File: src/rtl/metadata_pkg.sv
// Shared types and PLRU tree helpers for the set-associative metadata store.
// Trees up to 8 ways are handled with a fixed 7-bit working vector.
package metadata_pkg;

    typedef enum logic [1:0] {IDLE, SCAN, WB, DONE} flush_state_e;

    function automatic int way_bits(int n);
        return (n > 1) ? $clog2(n) : 1;
    endfunction

    function automatic int plru_bits(int n);
        return (n > 1) ? n - 1 : 1;
    endfunction

    // Follow the tree from the root; a 0 bit steers to the lower half.
    function automatic logic [2:0] plru_victim(logic [6:0] bits, int lvls);
        logic [2:0] w;
        int node;
        w = '0;
        node = 0;
        for (int l = 0; l < 3; l++) begin
            if (l < lvls) begin
                w = {w[1:0], bits[node]};
                node = 2 * node + 1 + int'(bits[node]);
            end
        end
        return w;
    endfunction

    function automatic logic [6:0] plru_touch(logic [6:0] bits,
                                              logic [2:0] way,
                                              int lvls);
        logic [6:0] nb;
        logic d;
        int node;
        nb = bits;
        node = 0;
        for (int l = 0; l < 3; l++) begin
            if (l < lvls) begin
                d = way[lvls-1-l];
                nb[node] = ~d;
                node = 2 * node + 1 + int'(d);
            end
        end
        return nb;
    endfunction

endpackage

File: src/rtl/metadata_assoc_if.sv
// Writeback channel used by the flush walker to stream dirty lines out.
interface metadata_assoc_if #(
    parameter int SET_BITS = 2,
    parameter int WAY_BITS = 1,
    parameter int TAG_SIZE = 29
);
    logic                wb_valid;
    logic                wb_ready;
    logic [SET_BITS-1:0] wb_set;
    logic [WAY_BITS-1:0] wb_way;
    logic [TAG_SIZE-1:0] wb_tag;

    modport master (
        output wb_valid, wb_set, wb_way, wb_tag,
        input  wb_ready
    );

    modport slave (
        input  wb_valid, wb_set, wb_way, wb_tag,
        output wb_ready
    );
endinterface

File: src/rtl/metadata_assoc_plru_tree.sv
// Per-set tree-PLRU bits: victim decode for the looked-up set and
// a touch port that points the path away from the most recent way.
module plru_tree
    import metadata_pkg::*;
#(
    parameter  int NUM_SETS = 4,
    parameter  int NUM_WAYS = 2,
    localparam int SET_BITS = $clog2(NUM_SETS),
    localparam int WAY_BITS = way_bits(NUM_WAYS)
) (
    input  logic                clk,
    input  logic                reset_n,
    input  logic [SET_BITS-1:0] rd_set,
    output logic [WAY_BITS-1:0] victim,
    input  logic                touch_en,
    input  logic [SET_BITS-1:0] touch_set,
    input  logic [WAY_BITS-1:0] touch_way
);
    localparam int LVLS = $clog2(NUM_WAYS);
    localparam int PB   = plru_bits(NUM_WAYS);

    generate
        if (NUM_WAYS > 1) begin : g_tree
            logic [NUM_SETS-1:0][PB-1:0] bits_q;
            logic [6:0] rd_bits;
            logic [6:0] tc_bits;
            logic [6:0] bits_d;

            always_comb begin
                rd_bits = '0;
                tc_bits = '0;
                rd_bits[PB-1:0] = bits_q[rd_set];
                tc_bits[PB-1:0] = bits_q[touch_set];
                bits_d = plru_touch(tc_bits, 3'(touch_way), LVLS);
            end

            assign victim = WAY_BITS'(plru_victim(rd_bits, LVLS));

            always_ff @(posedge clk or negedge reset_n) begin
                if (!reset_n) begin
                    bits_q <= '0;
                end else if (touch_en) begin
                    bits_q[touch_set] <= bits_d[PB-1:0];
                end
            end
        end else begin : g_none
            logic unused;
            assign unused = ^{clk, reset_n, rd_set, touch_en,
                              touch_set, touch_way};
            assign victim = '0;
        end
    endgenerate
endmodule

File: src/rtl/metadata_assoc.sv
// N-way tag/valid/dirty store with PLRU replacement and a flush walker.
// Optional METADATA_ASSOC_PERF_CNT_EN adds saturating hit/miss counters.
module metadata_assoc
    import metadata_pkg::*;
#(
    parameter  int NUM_SETS  = 4,
    parameter  int NUM_WAYS  = 2,
    parameter  int TAG_SIZE  = 29,
    parameter  int READ_ONLY = 0,
    localparam int SET_BITS  = $clog2(NUM_SETS),
    localparam int WAY_BITS  = way_bits(NUM_WAYS)
) (
    input  logic                clk,
    input  logic                reset_n,
    input  logic [SET_BITS-1:0] set,
    input  logic [TAG_SIZE-1:0] tag,
    input  logic                lookup_en,
    output logic                hit,
    output logic [WAY_BITS-1:0] hit_way,
    output logic [WAY_BITS-1:0] victim_way,
    output logic                victim_dirty,
    output logic [TAG_SIZE-1:0] victim_tag,
    input  logic                install,
    input  logic                set_dirty,
    input  logic                clear_dirty,
    input  logic                invalidate,
    input  logic                flush_req,
    output logic                flush_busy,
    output logic                flush_done,
`ifdef METADATA_ASSOC_PERF_CNT_EN
    output logic [31:0]         hit_count,
    output logic [31:0]         miss_count,
`endif
    metadata_assoc_if.master    wb
);
    localparam logic [SET_BITS-1:0] SET_LAST = SET_BITS'(NUM_SETS - 1);
    localparam logic [WAY_BITS-1:0] WAY_LAST = WAY_BITS'(NUM_WAYS - 1);

    logic [NUM_SETS-1:0][NUM_WAYS-1:0] valid_q, dirty_q;
    logic [TAG_SIZE-1:0] tag_q [NUM_SETS][NUM_WAYS];

    flush_state_e        state_q;
    logic [SET_BITS-1:0] ptr_set_q;
    logic [WAY_BITS-1:0] ptr_way_q;
    logic                busy_q, done_q, wbv_q;

    logic [NUM_WAYS-1:0] match;
    logic [WAY_BITS-1:0] inv_way, plru_way, touch_way;
    logic                any_inv, upd_en, touch_en;
    logic                do_inv, do_ins, do_clr, do_set;
    logic                ptr_vd, last, scan_clr, wb_clr;

    always_comb begin
        match   = '0;
        hit_way = '0;
        any_inv = 1'b0;
        inv_way = '0;
        for (int w = 0; w < NUM_WAYS; w++) begin
            match[w] = valid_q[set][w] && tag_q[set][w] == tag;
            if (match[w]) hit_way = WAY_BITS'(w);
        end
        for (int w = NUM_WAYS - 1; w >= 0; w--) begin
            if (!valid_q[set][w]) begin
                any_inv = 1'b1;
                inv_way = WAY_BITS'(w);
            end
        end
    end

    assign hit          = |match;
    assign victim_way   = any_inv ? inv_way : plru_way;
    assign victim_dirty = (READ_ONLY == 0) && valid_q[set][victim_way]
                          && dirty_q[set][victim_way];
    assign victim_tag   = tag_q[set][victim_way];

    // Host updates are frozen for the whole walk including the done beat.
    assign upd_en = !(busy_q || done_q);

    always_comb begin
        do_inv = upd_en && invalidate && hit;
        do_ins = upd_en && !invalidate && install;
        do_clr = upd_en && !invalidate && !install && clear_dirty && hit;
        do_set = upd_en && !invalidate && !install && !clear_dirty
                 && set_dirty && hit && (READ_ONLY == 0);
    end

    assign touch_en  = do_ins || (upd_en && lookup_en && hit);
    assign touch_way = do_ins ? victim_way : hit_way;

    plru_tree #(
        .NUM_SETS (NUM_SETS),
        .NUM_WAYS (NUM_WAYS)
    ) u_plru (
        .clk       (clk),
        .reset_n   (reset_n),
        .rd_set    (set),
        .victim    (plru_way),
        .touch_en  (touch_en),
        .touch_set (set),
        .touch_way (touch_way)
    );

    assign ptr_vd   = valid_q[ptr_set_q][ptr_way_q]
                      && dirty_q[ptr_set_q][ptr_way_q];
    assign last     = (ptr_set_q == SET_LAST) && (ptr_way_q == WAY_LAST);
    assign scan_clr = (state_q == SCAN) && !ptr_vd;
    assign wb_clr   = (state_q == WB) && wb.wb_ready;

    always_ff @(posedge clk or negedge reset_n) begin
        if (!reset_n) begin
            valid_q <= '0;
            dirty_q <= '0;
        end else begin
            if (scan_clr) valid_q[ptr_set_q][ptr_way_q] <= 1'b0;
            if (wb_clr) begin
                valid_q[ptr_set_q][ptr_way_q] <= 1'b0;
                dirty_q[ptr_set_q][ptr_way_q] <= 1'b0;
            end
            if (do_inv) valid_q[set][hit_way] <= 1'b0;
            if (do_ins) begin
                valid_q[set][victim_way] <= 1'b1;
                dirty_q[set][victim_way] <= 1'b0;
            end
            if (do_clr) dirty_q[set][hit_way] <= 1'b0;
            if (do_set) dirty_q[set][hit_way] <= 1'b1;
        end
    end

    always_ff @(posedge clk) begin
        if (do_ins) tag_q[set][victim_way] <= tag;
    end

    always_ff @(posedge clk or negedge reset_n) begin
        if (!reset_n) begin
            state_q   <= IDLE;
            ptr_set_q <= '0;
            ptr_way_q <= '0;
            busy_q    <= 1'b0;
            done_q    <= 1'b0;
            wbv_q     <= 1'b0;
        end else begin
            unique case (state_q)
                IDLE: begin
                    if (flush_req) begin
                        state_q   <= SCAN;
                        busy_q    <= 1'b1;
                        ptr_set_q <= '0;
                        ptr_way_q <= '0;
                    end
                end
                SCAN, WB: begin
                    if (state_q == SCAN && ptr_vd) begin
                        state_q <= WB;
                        wbv_q   <= 1'b1;
                    end else if (state_q == SCAN || wb.wb_ready) begin
                        wbv_q <= 1'b0;
                        if (last) begin
                            state_q   <= DONE;
                            busy_q    <= 1'b0;
                            done_q    <= 1'b1;
                            ptr_set_q <= '0;
                            ptr_way_q <= '0;
                        end else begin
                            state_q <= SCAN;
                            if (ptr_way_q == WAY_LAST) begin
                                ptr_way_q <= '0;
                                ptr_set_q <= ptr_set_q + SET_BITS'(1);
                            end else begin
                                ptr_way_q <= ptr_way_q + WAY_BITS'(1);
                            end
                        end
                    end
                end
                DONE: begin
                    state_q <= IDLE;
                    done_q  <= 1'b0;
                end
            endcase
        end
    end

    assign flush_busy  = busy_q;
    assign flush_done  = done_q;
    assign wb.wb_valid = wbv_q;
    assign wb.wb_set   = ptr_set_q;
    assign wb.wb_way   = ptr_way_q;
    assign wb.wb_tag   = tag_q[ptr_set_q][ptr_way_q];

`ifdef METADATA_ASSOC_PERF_CNT_EN
    logic [31:0] hit_cnt_q, miss_cnt_q;

    always_ff @(posedge clk or negedge reset_n) begin
        if (!reset_n) begin
            hit_cnt_q  <= '0;
            miss_cnt_q <= '0;
        end else if (lookup_en && !busy_q) begin
            if (hit) begin
                if (hit_cnt_q != '1) hit_cnt_q <= hit_cnt_q + 32'd1;
            end else begin
                if (miss_cnt_q != '1) miss_cnt_q <= miss_cnt_q + 32'd1;
            end
        end
    end

    assign hit_count  = hit_cnt_q;
    assign miss_count = miss_cnt_q;
`endif

    assert property (@(posedge clk) disable iff (!reset_n) $onehot0(match))
        else $error("metadata_assoc: multiple ways match one tag");
endmodule

File: src/flat_wrapper.sv
// flat-port wrapper written by rule: the top's interface ports become plain ports
module metadata_assoc_flat import metadata_pkg::*;
#(
    parameter  int NUM_SETS  = 4,
    parameter  int NUM_WAYS  = 2,
    parameter  int TAG_SIZE  = 29,
    parameter  int READ_ONLY = 0,
    localparam int SET_BITS  = $clog2(NUM_SETS),
    localparam int WAY_BITS  = way_bits(NUM_WAYS)
)
  (clk, reset_n, set, tag, lookup_en, hit, hit_way, victim_way, victim_dirty, victim_tag, install, set_dirty, clear_dirty, invalidate, flush_req, flush_busy, flush_done, wb_wb_valid, wb_wb_set, wb_wb_way, wb_wb_tag, wb_wb_ready);
  metadata_assoc_if #(.SET_BITS(2), .WAY_BITS(1), .TAG_SIZE(TAG_SIZE)) wb_i ();
  input  logic clk;
  input  logic reset_n;
  input  logic [SET_BITS-1:0] set;
  input  logic [TAG_SIZE-1:0] tag;
  input  logic lookup_en;
  output logic hit;
  output logic [WAY_BITS-1:0] hit_way;
  output logic [WAY_BITS-1:0] victim_way;
  output logic victim_dirty;
  output logic [TAG_SIZE-1:0] victim_tag;
  input  logic install;
  input  logic set_dirty;
  input  logic clear_dirty;
  input  logic invalidate;
  input  logic flush_req;
  output logic flush_busy;
  output logic flush_done;
  output wire logic [$bits(wb_i.wb_valid)-1:0] wb_wb_valid;
  output wire logic [$bits(wb_i.wb_set)-1:0] wb_wb_set;
  output wire logic [$bits(wb_i.wb_way)-1:0] wb_wb_way;
  output wire logic [$bits(wb_i.wb_tag)-1:0] wb_wb_tag;
  input wire logic [$bits(wb_i.wb_ready)-1:0] wb_wb_ready;
  assign wb_wb_valid = wb_i.wb_valid;
  assign wb_wb_set = wb_i.wb_set;
  assign wb_wb_way = wb_i.wb_way;
  assign wb_wb_tag = wb_i.wb_tag;
  assign wb_i.wb_ready = wb_wb_ready;
  metadata_assoc #(.NUM_SETS(NUM_SETS), .NUM_WAYS(NUM_WAYS), .TAG_SIZE(TAG_SIZE), .READ_ONLY(READ_ONLY)) u_core (.clk(clk), .reset_n(reset_n), .set(set), .tag(tag), .lookup_en(lookup_en), .hit(hit), .hit_way(hit_way), .victim_way(victim_way), .victim_dirty(victim_dirty), .victim_tag(victim_tag), .install(install), .set_dirty(set_dirty), .clear_dirty(clear_dirty), .invalidate(invalidate), .flush_req(flush_req), .flush_busy(flush_busy), .flush_done(flush_done), .wb(wb_i));
endmodule
File: config.mk
export PLATFORM = sky130hd
export DESIGN_NAME = metadata_assoc_flat
export DESIGN_NICKNAME = d
export VERILOG_FILES = /design/src/rtl/metadata_pkg.sv /design/src/rtl/metadata_assoc_if.sv /design/src/rtl/metadata_assoc_plru_tree.sv /design/src/rtl/metadata_assoc.sv /design/src/flat_wrapper.sv
export SDC_FILE = /design/constraint.sdc
export NUM_CORES = 1
export LEC_CHECK = 0
export CORE_MARGIN = 4
export CORE_UTILIZATION = 35
export CTS_CLUSTER_SIZE = 12
export DETAILED_ROUTE_END_ITERATION = 10
export GPL_TIMING_DRIVEN = 0
export HOLD_SLACK_MARGIN = 0.06
export PLACE_DENSITY_LB_ADDON = 0.1
export REMOVE_ABC_BUFFERS = 1
export SYNTH_ARGS = -nofsm -noshare
export SYNTH_HDL_FRONTEND = slang
export SYNTH_SLANG_ARGS = --single-unit
File: constraint.sdc
create_clock -name clk -period 4.4 [get_ports clk]
set_clock_uncertainty 0.2 [all_clocks]
set_input_delay 0.44 -clock clk [delete_from_list [all_inputs] [get_ports clk]]
set_output_delay 0.44 -clock clk [all_outputs]
set_load 0.1 [all_outputs]
; ---- Yosys cells after proc, flatten, opt, wreduce, memory -nomap -nowiden
; Memory sizes are Yosys's and may differ from the RTL's.
; Cells that the tools add are included.
[classes]
add_sub_neg = 2
multipliers = 0
div = 0
n_lt_le_gt_ge = 13
eq_ne = 12
n_shift = 0
muxes = 85
bitwise_logic = 14
reduce_logical = 46
[ops]
columns = op, count
row1 = $mux W29, 7
row2 = $mux W8, 8
row3 = $eq A29 B29 Y1, 2
row4 = $mux W58, 1
row5 = $and A8 B8 Y8, 6
row6 = $mux W1, 34
row7 = $mux W2, 16
row8 = $demux W29 S1, 1
row9 = $logic_and A1 B1 Y1, 26
row10 = $not A8 Y8, 3
row11 = $bmux W2 S2, 4
row12 = $or A8 B8 Y8, 2
row13 = $demux W2 S2, 3
row14 = $reduce_and A5 Y1, 2
row15 = $reduce_and A4 Y1, 2
row16 = $eq A2 B2 Y1 const B, 3
row17 = $lt A1 B2 Y1 const B, 3
row18 = $lt A2 B3 Y1 const B, 2
row19 = $ne A3 B1 Y1 const B, 2
row20 = $pmux W1 S2, 3
row21 = $pmux W2 S3, 1
row22 = $reduce_bool A2 Y1, 3
row23 = $logic_not A1 Y1, 5
row24 = $bwmux W4, 1
row25 = 19 further kinds, 32
[word_totals]
regBits = 28
latchBits = 0
ramBits = 232
romBits = 0
inputBits = 40
wordCells = 191
memories = 1
[memory_table]
columns = memory, depth, width, rd, rd_clocked_by_memory_dff, wr, line
row1 = u_core.tag_q, 4, 58, 2, 0, 1, metadata_assoc.sv:40  ; logic [TAG_SIZE-1:0] tag_q [NUM_SETS][NUM_WAYS];

; ---- Longest topological paths before layout
; Gate-level depths: netlist (run 1).
[depth]
word_depth = 18
mapped_depth = 12

; ---- Cells and area by module
; A second synthesis (run 1) with hierarchy kept.
[hier_totals]
hier_cells = 900
area_unflattened_um2 = 13893.3
[modules_own_cells]
columns = mod, instances, cells_per_inst, area_each_um2, seq_area_each_um2
row1 = metadata_assoc, 1, 884, 13686.9, 7567.3
row2 = plru_tree, 1, 16, 206.4, 100.1

; ---- Worst setup path after synthesis (run 1)
; No wires, ideal clock.
[synth_timing]
path_type = input -> output
start = input set[1]
end = output victim_tag[27]
arrival_time_ps = 4952
t_required_ps = 3760
setup_slack_ps = -1192
path_stages = 9
n_path_buf = 5
path_cell_list = buf_6 buf_6 buf_6 buf_4 mux4_2 o21ai_2 inv_2 buf_1 o31ai_1
[synth_between]
elab_chain_cells = 9
word_cells_on_any_way = 13
classes_between = 11 x mux / 1 x bitwise / 1 x memory
[synth_lines]
columns = item, line
row1 = from (decl), flat_wrapper.sv:15  ; input logic [SET_BITS-1:0] set;
row2 = $bmux W2 S2, metadata_assoc.sv:63  ; if (!valid_q[set][w]) begin
row3 = $mux W2 (implied by the code), metadata_assoc.sv:63
row4 = $mux W1 (2 in series), metadata_assoc.sv:63
row5 = $mux W1 (*), metadata_assoc.sv:71  ; assign victim_way = any_inv ? inv_way : plru_way;
row6 = net victim_way, flat_wrapper.sv:20  ; output logic [WAY_BITS-1:0] victim_way;
row7 = $not A1 Y2 (implied by the code) (*), metadata_assoc.sv:74  ; assign victim_tag = tag_q[set][victim_way];
row8 = $mux W29 (implied by the code) (*) (3 in series), metadata_assoc.sv:74
row9 = to (decl), flat_wrapper.sv:22  ; output logic [TAG_SIZE-1:0] victim_tag;
; The timed path passes the listed nets; every way through them passes the cells marked *. The select of a mux whose other input is x is not followed.

; ---- Worst setup path in the final report (run 1)
[layout_timing]
start = input set[1]
end = output victim_tag[24]
[layout_between]
elab_chain_cells = 9
word_cells_on_any_way = 13
classes_between = 11 x mux / 1 x bitwise / 1 x memory
[layout_lines]
columns = item, line
row1 = $bmux W2 S2, metadata_assoc.sv:63
row2 = $mux W2 (implied by the code), metadata_assoc.sv:63
row3 = $mux W1 (2 in series), metadata_assoc.sv:63
row4 = $mux W1, metadata_assoc.sv:71
row5 = $not A1 Y2 (implied by the code), metadata_assoc.sv:74
row6 = $mux W29 (implied by the code) (*) (3 in series), metadata_assoc.sv:74
; Every way passes the cells marked *; elsewhere a longest branch is shown, timed or not. The select of a mux whose other input is x is not followed.

==> impl_metrics.py, run 1 <==
metrics = {
    "sta": {
        "finalSetupViolCount": 0,
        "rsz0062_at_grt": "no",
        "setup_tns_ps": 0,
        "drv_slew": 0,
        "fmax_mhz": 234,
        "period_share_pct": 97.1,
        "worst_pin_slew_ps": 1060,
        "max_slew_margin_pct": 29.2,
        "min_period_ps": 4270,
        "setup_ws_ps": 126,
        "final-hold-violation-count": 0,
    },
    "setup_path": {
        "reg2reg_depth": 10,
        "r2r_slack_ps": 590,
        "crit_fanout": 49,
        "worstPathArrival_ps": 3630,
        "required_ps": 3760,
        "r2r-start": "u_core.u_plru.g_tree.bits_q[3]$_DFFE_PN0P_",
        "crit_path_end_kind": "primary output",
        "cp-start-kind": "input pin",
        "critPathKind": "input pin to primary output",
        "r2r-end": "u_core.dirty_q[4]$_DFF_PN0_",
    },
    "finish": {
        "final_util_pct": 42.6,
        "final_cell_area_sq_um": 17400,
        "layout-drive-gt1-share_pct": 26.2,
        "synthToLayoutAreaGrowth_pct": 20.5,
        "final_nets": 1125,
    },
    "drt": {
        "drt_iter0_drc": 812,
        "drc": 0,
        "wire_per_inst_microns": 26.7,
        "final_antenna_net_count": 0,
        "via_per_inst": 5.75,
        "vias": 9390,
        "routed_wl_microns": 43700,
        "drt_pre_antenna_iters": 5,
    },
    "placed_design": {
        "portBuffers": 107,
        "place_worst_setup_slack_ps": -1490,
        "finalWeightedCongestion": 0.808,
        "place_area_sq_um": 16300,
        "hpwl_microns": 29100,
    },
    "cts": {
        "cts_tree": "done",
        "cts.sinks": 260,
        "numCtsBuffers": 31,
        "path_clk_slew_ps": 60,
        "htree_num_levels": 1,
        "clk_path_buf_depth": 3,
        "root_buffer": "clkbuf_16",
        "insertion_delay_ps": 570,
    },
    "min_path": {
        "min_path_type": "input pin to asynchronous set/reset pin",
    },
    "logic_synthesis": {
        "synth_seq_cells": 260,
        "synth_common_cells": "edfxtp_1, mux4_2, nand2_1",
        "postSynth.asyncResetShare_pct": 10.8,
        "yosys.cell_types.count": 63,
        "synth_cells": 961,
        "synth_edf_count": 232,
        "synthFlopType": "edfxtp_1",
        "syn-cell-area_sq_um": 14400,
        "yosysMostFrequentCell": "edfxtp_1",
        "avgSynthCellArea_sq_um": 15.0,
        "ys_seq_area_share_pct": 53.2,
        "ys_warn_count": 0,
        "yosys.area.top_type": "edfxtp_1",
        "synth_top_cell_area_share_pct": 48.4,
        "yosys-top-cells-area": "edfxtp_1, mux4_2, dfrtp_1",
    },
    "status": {
        "status": "completed",
    },
    "pwr": {
        "ir_worst_vdd_mv": 0.331,
        "power.density_nw_per_um2": 540,
        "p_leak_nw": 5.81,
        "power_mw": 9.38,
    },
    "floorplan": {
        "die-width_microns": 211,
        "pin_count": 108,
        "die_h_microns": 211,
        "initial_core_util_pct": 35.4,
        "rows": 74,
        "coreArea_sq_um": 40700,
        "die_area_sq_um": 44500,
    },
    "global_routing": {
        "grt_max_degree": 63,
        "track_usage_pct": 19.5,
        "grt_pass1_wl_microns": 65000,
        "grt_pass1_vias": 9738,
        "antenna_found_initial": 1,
        "overflow": 0,
    },
    "run": {
        "cap_violations": 0,
    },
}
==> worst max-delay path by stage <==
stage	end	slack [ps]	startpoint
floorplan	victim_tag[20]	-800	set[0]
global placement	u_core.dirty_q[7]$_DFF_PN0_	-10480	set[1]
detailed placement	victim_tag[20]	-1490	set[1]
CTS	victim_tag[3]	2	set[1]
global route	victim_tag[10]	2	set[1]
finish	victim_tag[24]	130	set[1]
==> cell type report <==
class,instances,area [sq um]
inverters,25,101
repair buffers,139,1560
clock buffers,43,841
well taps,532,666
diodes,1,2.50
clock inverters,14,119
fillers,3823,23400
multi-input cells,619,6400
flip-flops and latches,260,7680
==> what timing repair did <==
action | 4_1_cts | 5_1_grt
pin swaps | 1 | 1
setup buffers | 3 | 2
endpoints found under the setup margin | 93 | 13
gates cloned | 1 | 0
endpoints found under the hold margin | 28 | 0
hold buffers | 1 | 0
resized for setup | 34 | 17
==> per-stage QoR <==
step | hold WS, ps | std cells
floorplan | -55.6 | 904
global placement | 296 | 1543
detailed placement | 288 | 1568
CTS | 243 | 1630
global route | 310 | 1633
finish | 256 | 1633
==> power breakdown <==
group	switching, mW	total (mW)	leakage, nW	internal, mW
clock	1.01	2.45	0.475	1.44
sequential	0.174	2.92	2.45	2.74
combinational	2.73	4.01	2.89	1.28
==> placed cells by master, fill, tap and decap left out, types with 11 or more instances in the layout <==
master,count
clkbuf_16,31
dlygate4sd2_1,15
mux4_2,132
nand3_1,12
nand2_1,92
inv_1,22
xnor2_1,37
o22ai_1,12
clkdlybuf4s50_1,76
nor2_1,32
nand2b_1,12
edfxtp_1,232
buf_6,11
a21oi_1,15
mux2_2,49
dfrtp_1,25
o31ai_1,17
nand4_1,17
mux2i_1,48
o21ai_0,34
==> registers in the layout, indices dropped and copies added, names as in the netlist, 2 cells and up <==
name                         count
u_core.state_q                   2
u_core.dirty_q                   8
u_core.tag_q                   232
u_core.wb.wb_set                 2
u_core.u_plru.g_tree.bits_q      4
u_core.valid_q                   8
==> worst max-delay path, cell delays in order <==
cell and delay [ps]:
buf_8 310, buf_16 330, mux4_2 470, inv_1 130, o21ai_4 70, inv_4 470
mux4_2 320, nand2_1 50, nand2_1 120, clkdlybuf4s15_1 840
==> metal layers <==
| layer | global-route usage (%) | share of wire [%] |
|---|---|---|
| met1 | 28.9 | 46 |
| met3 | 3.12 | 5.9 |
| met4 | 4.38 | 1.8 |
| met5 | 0 | 0 |
| met2 | 30.5 | 47 |
==> kinds of logic after synthesis <==
kind of cell             after synthesis  share of synthesized area (%)
multiplexers                         230                           27.9
flip-flops                           260                           53.2
XOR/XNOR                              41                           2.49
AND/OR/NAND/NOR                      223                           7.43
buffers and inverters                 82                           2.70
adder cells (fa/ha/maj)                9                          0.782
AO/OA/AOI/OAI                        116                           5.47
Note: power is estimated with default switching activity, not from simulation.
==> inputs of run 2 (changes only) <==
--- a/config.mk
+++ b/config.mk
@@ -5,7 +5,6 @@
 export SDC_FILE = /design/constraint.sdc
 export NUM_CORES = 1
 export LEC_CHECK = 0
-export CORE_MARGIN = 4
 export CORE_UTILIZATION = 35
 export CTS_CLUSTER_SIZE = 12
 export DETAILED_ROUTE_END_ITERATION = 10
==> impl_metrics.py, run 2 (synthesized netlist as in run 1, its figures left out) <==
metrics = {
    "drt": {
        "drt_pre_antenna_iters": 5,
        "routed_wl_microns": 42900,
        "wire_per_inst_microns": 26.5,
        "drt_iter0_drc": 848,
        "final_antenna_net_count": 0,
        "drc": 0,
        "via_per_inst": 5.79,
        "vias": 9365,
    },
    "sta": {
        "final-hold-violation-count": 0,
        "period_share_pct": 96.6,
        "fmax_mhz": 235,
        "setup_ws_ps": 148,
        "setup_tns_ps": 0,
        "worst_pin_slew_ps": 1070,
        "max_slew_margin_pct": 28.4,
        "min_period_ps": 4250,
        "finalSetupViolCount": 0,
        "hold-worst-slack_ps": 282,
        "rsz0062_at_grt": "no",
        "drv_slew": 0,
    },
    "placed_design": {
        "placed_cells": 1562,
        "place_worst_setup_slack_ps": -1110,
        "portBuffers": 107,
        "finalWeightedCongestion": 0.804,
        "hpwl_microns": 28700,
    },
    "global_routing": {
        "grt_pass1_vias": 9580,
        "antenna_found_initial": 1,
        "overflow": 0,
        "grt_pass1_wl_microns": 63300,
        "grt_max_degree": 73,
        "track_usage_pct": 20.6,
    },
    "pwr": {
        "ir_worst_vdd_mv": 0.359,
        "power.density_nw_per_um2": 530,
        "p_leak_nw": 5.71,
    },
    "floorplan": {
        "rows": 73,
        "die-width_microns": 205,
        "coreArea_sq_um": 40200,
        "die_h_microns": 205,
        "die_area_sq_um": 42000,
        "pin_count": 108,
        "initial_core_util_pct": 35.8,
    },
    "setup_path": {
        "crit_path_top_delay_cell": "dlygate4sd2_1",
        "critPathKind": "input pin to primary output",
        "crit_family": "buffers and inverters",
        "cpPeakStageDelay_ps": 870,
        "cp.depth": 7,
        "cp_cell_sequence": "clkbuf_8 -> buf_16 -> mux4_2 -> o21ai_4 -> buf_16 -> mux2_2 -> dlygate4sd2_1",
        "cp_num_buf_inv": 4,
        "worstPathArrival_ps": 3610,
        "cp_common_cell": "buf_16",
        "crit_fanout": 58,
        "reg2reg_depth": 8,
        "required_ps": 3760,
        "crit_path_end_kind": "primary output",
        "cp-start-kind": "input pin",
    },
    "finish": {
        "stdcell_count": 1617,
        "synthToLayoutAreaGrowth_pct": 19.8,
        "final_util_pct": 42.9,
        "final_cell_mix": "edfxtp_1, mux4_2, nand2_1, clkdlybuf4s50_1, mux2_2",
        "final_common_cell": "edfxtp_1",
        "final_nets": 1122,
        "top_regs": "u_core.tag_q (232), u_core.dirty_q (8), u_core.valid_q (8)",
        "multi_input_area_sq_um": 6410,
        "final.fill_count": 3700,
        "n_antenna_cell": 0,
        "largest_reg_flops": 232,
        "largest_register": "u_core.tag_q",
        "layout-drive-gt1-share_pct": 27.3,
        "register_area_sq_um": 7680,
    },
    "cts": {
        "numCtsBuffers": 29,
        "cts_tree": "done",
        "root_buffer": "clkbuf_16",
        "clk_path_buf_depth": 3,
        "path_clk_slew_ps": 60,
        "insertion_delay_ps": 550,
        "cts.sinks": 260,
        "htree_num_levels": 1,
    },
    "run": {
        "cap_violations": 0,
    },
    "status": {
        "status": "completed",
    },
    "min_path": {
        "min_path_type": "input pin to asynchronous set/reset pin",
    },
}
[run 2: final timing paths]
| kind | start | to | slack (ps) |
|---|---|---|---|
| max | set[0] | victim_tag[21] | 150 |
| min in group clk | u_core.wb.wb_valid$_DFFE_PN0P_ | u_core.wb.wb_valid$_DFFE_PN0P_ | 290 |
| min | reset_n | u_core.u_plru.g_tree.bits_q[3]$_DFFE_PN0P_ | 280 |
| max in group asynchronous | reset_n | u_core.wb.wb_set[0]$_DFFE_PN0P_ | 3180 |
| min reg2reg | u_core.wb.wb_valid$_DFFE_PN0P_ | u_core.wb.wb_valid$_DFFE_PN0P_ | 290 |
| max reg2reg | u_core.tag_q[3][0]$_DFFE_PP_ | u_core.u_plru.g_tree.bits_q[1]$_DFFE_PN0P_ | 710 |
[run 2: timing repair]
item / in CTS / in global routing
hold endpoints to repair: 28 / 0
pin swaps: 0 / 1
resized for setup: 91 / 16
hold buffers: 1 / 0
endpoints found under the setup margin: 37 / 20
gates cloned: 0 / 1
setup buffers: 1 / 2
[run 2: area by class of cell]
cell class,instances,area share [%]
multi-input combinational,619,37.1
timing repair buffer,138,9.11
clock inverter,12,0.442
tap,525,3.81
sequential,260,44.5
inverter,25,0.616
clock buffer,38,4.40
[run 2: through the flow]
step	area, sq um	power (mW)
after detailed placement	16300	7.00
after global placement	15800	7.12
after floorplan	14100	5.99
after global routing	17300	9.49
after CTS	17200	9.26
final	17300	9.15
[run 2: worst register-to-register path, cell delays in order, from the launching register on]
cell and delay (ps):
edfxtp_1 380, mux4_2 500, xnor2_1 520, o2111ai_1 200, nor4b_1 360, o2111ai_1 580, o21ai_0 460, nor3b_1 240
o22ai_1 110
[run 2: layer usage]
metal  vias up  routed length, microns  part of all wire (%)  global-route usage [%]
met3        44                    2590                   6.1                    3.05
met2       288                   20300                    47                    32.5
met4         0                     777                   1.8                    4.18
met1      4914                   19200                    45                    30.1
met5         -                       0                     0                       0
li1       4119                       -                     -                       -
[run 2: power by group]
group / switching, mW / total (mW) / internal (mW)
Sequential: 0.183 / 2.92 / 2.74
Combinational: 2.72 / 4.01 / 1.29
Clock: 0.955 / 2.21 / 1.25
==> inputs of run 3 (changes only) <==
--- a/config.mk
+++ b/config.mk
@@ -5,6 +5,7 @@
 export SDC_FILE = /design/constraint.sdc
 export NUM_CORES = 1
 export LEC_CHECK = 0
+export CORE_ASPECT_RATIO = 0.7
 export CORE_UTILIZATION = 35
 export CTS_CLUSTER_SIZE = 12
 export DETAILED_ROUTE_END_ITERATION = 10
==> constraint.sdc (replaced) <==
create_clock -name clk -period 4.1 [get_ports clk]
set_clock_uncertainty 0.2 [all_clocks]
set_input_delay 0.41 -clock clk [delete_from_list [all_inputs] [get_ports clk]]
set_output_delay 0.41 -clock clk [all_outputs]
set_load 0.1 [all_outputs]
==> impl_metrics.py, run 3 (synthesized netlist as in run 1, its figures left out) <==
metrics = {
    "setup_path": {
        "cp-start-kind": "input pin",
        "crit_family": "simple AND/OR/NAND/NOR gates",
        "crit_path_top_delay_cell": "mux4_2",
        "required_ps": 3490,
        "worstPathArrival_ps": 3410,
        "cp_cell_sequence": "buf_12 -> buf_16 -> mux4_2 -> xnor2_1 -> nand4_1 -> nor4_1 -> and3_2 -> nand2b_1 -> buf_6",
        "crit_fanout": 43,
        "crit_path_end_kind": "primary output",
        "cp_num_buf_inv": 3,
        "critPathKind": "input pin to primary output",
        "cpPeakStageDelay_ps": 560,
    },
    "finish": {
        "final_cell_mix": "edfxtp_1, mux4_2, nand2_1, clkdlybuf4s50_1, mux2_2",
        "final_nets": 1120,
        "n_antenna_cell": 0,
        "layout-drive-gt1-share_pct": 27.2,
        "final.fill_count": 3671,
        "top_regs": "u_core.tag_q (232), u_core.dirty_q (8), u_core.valid_q (8)",
        "stdcell_count": 1627,
        "largest_register": "u_core.tag_q",
        "largest_reg_flops": 232,
        "final_common_cell": "edfxtp_1",
        "synthToLayoutAreaGrowth_pct": 20.2,
    },
    "sta": {
        "drv_slew": 0,
        "worst_pin_slew_ps": 1250,
        "finalSetupViolCount": 0,
        "period_share_pct": 98.1,
        "max_slew_margin_pct": 16.6,
        "min_period_ps": 4020,
        "final-hold-violation-count": 0,
        "setup_tns_ps": 0,
        "rsz0062_at_grt": "no",
        "fmax_mhz": 249,
        "hold-worst-slack_ps": 240,
    },
    "drt": {
        "wire_per_inst_microns": 27.4,
        "final_antenna_net_count": 0,
        "routed_wl_microns": 44700,
        "via_per_inst": 5.80,
        "drt_iter0_drc": 851,
        "drt_pre_antenna_iters": 5,
        "vias": 9439,
        "drc": 0,
    },
    "cts": {
        "cts_tree": "done",
        "htree_num_levels": 1,
        "clk_path_buf_depth": 3,
        "path_clk_slew_ps": 70,
        "root_buffer": "clkbuf_16",
        "insertion_delay_ps": 560,
        "cts.sinks": 260,
        "numCtsBuffers": 28,
    },
    "pwr": {
        "switching_power_mw": 4.19,
        "p_leak_nw": 5.76,
        "power.density_nw_per_um2": 569,
        "pwr-share-seq_pct": 31.8,
        "pwr-share-clk_pct": 25.0,
        "ir_worst_vdd_mv": 0.550,
        "internal_power_mw": 5.67,
        "swShare_pct": 42.5,
        "combPwrFrac_pct": 43.1,
    },
    "global_routing": {
        "grt_pass1_vias": 9594,
        "grtUsageMet2_pct": 32.3,
        "overflow": 0,
        "grt_max_degree": 72,
        "antenna_found_initial": 0,
        "grt_pass1_wl_microns": 65400,
        "track_usage_pct": 21.4,
        "met3_usage_pct": 4.91,
        "grt-busiest-layer": "met2",
        "met1_usage_pct": 31.3,
    },
    "status": {
        "status": "completed",
    },
    "min_path": {
        "min_path_type": "input pin to asynchronous set/reset pin",
    },
    "run": {
        "cap_violations": 0,
    },
    "floorplan": {
        "initial_core_util_pct": 35.9,
        "rows": 61,
        "die_area_sq_um": 42000,
        "die_h_microns": 172,
        "die-width_microns": 245,
        "pin_count": 108,
        "coreArea_sq_um": 40100,
    },
    "placed_design": {
        "hpwl_microns": 29400,
        "finalWeightedCongestion": 0.845,
        "placed_cells": 1571,
        "portBuffers": 107,
    },
}
run 3: repair_timing:
item / 4_1_cts / 5_1_grt
hold buffers: 1 / 0
setup buffers: 2 / 0
pin swaps: 2 / 0
endpoints found under the hold margin: 28 / 0
gates cloned: 1 / 1
setup endpoints to repair: 61 / 11
gates resized for setup: 123 / 2
run 3: layer usage:
layer  up-vias  part of all wire [%]
li1       4114                     -
met1      4913                    47
met2       355                    44
met3        57                   7.0
met4         0                   2.1
met5         -                     0
run 3: layout make-up:
cell class / instances / area [sq um] / share of cell area [%]
clock inverters: 11 / 97.6 / 0.563
well taps: 535 / 669 / 3.86
multi-input cells: 619 / 6430 / 37.1
clock buffers: 40 / 767 / 4.43
inverters: 25 / 114 / 0.657
flip-flops and latches: 260 / 7680 / 44.3
repair buffers: 137 / 1570 / 9.07
run 3: path summary, 6_finish.rpt:
check                                                  end  slack [ps]  depth (start not counted)                      startpoint
setup / recovery                                       hit          80                          9                          set[0]
hold / removal             u_core.wb.wb_set[0]$_DFFE_PN0P_         240                          2                         reset_n
setup reg to reg               u_core.dirty_q[2]$_DFF_PN0_         370                          8   u_core.tag_q[3][18]$_DFFE_PP_
hold reg to reg             u_core.wb.wb_valid$_DFFE_PN0P_         320                          2  u_core.wb.wb_valid$_DFFE_PN0P_
max in group asynchronous  u_core.wb.wb_set[1]$_DFFE_PN0P_        2940                          2                         reset_n
min in group clk               u_core.valid_q[5]$_DFF_PN0_         250                          4                          set[0]
run 3: power by group through the flow:
stage	logic (mW)	clock network (mW)	registers [mW]
2_1_floorplan	3.01	0	3.42
3_3_place_gp	4.17	0	3.49
3_5_place_dp	4.29	0	3.23
4_1_cts	4.28	2.53	3.14
5_1_grt	4.44	2.62	3.16
6_report	4.25	2.47	3.14
run 3: stage by stage:
step / power [mW] / area, sq um / utilization [%] / worst slack [ps]
2_1_floorplan: 6.43 / 14100 / - / -1050
3_3_place_gp: 7.66 / 15900 / 39.5 / -10660
3_5_place_dp: 7.52 / 16300 / 40.6 / -1600
4_1_cts: 9.95 / 17300 / 43.1 / 9.29
5_1_grt: 10.2 / 17300 / 43.1 / 5.64
6_report: 9.86 / 17300 / 43.1 / 75.9
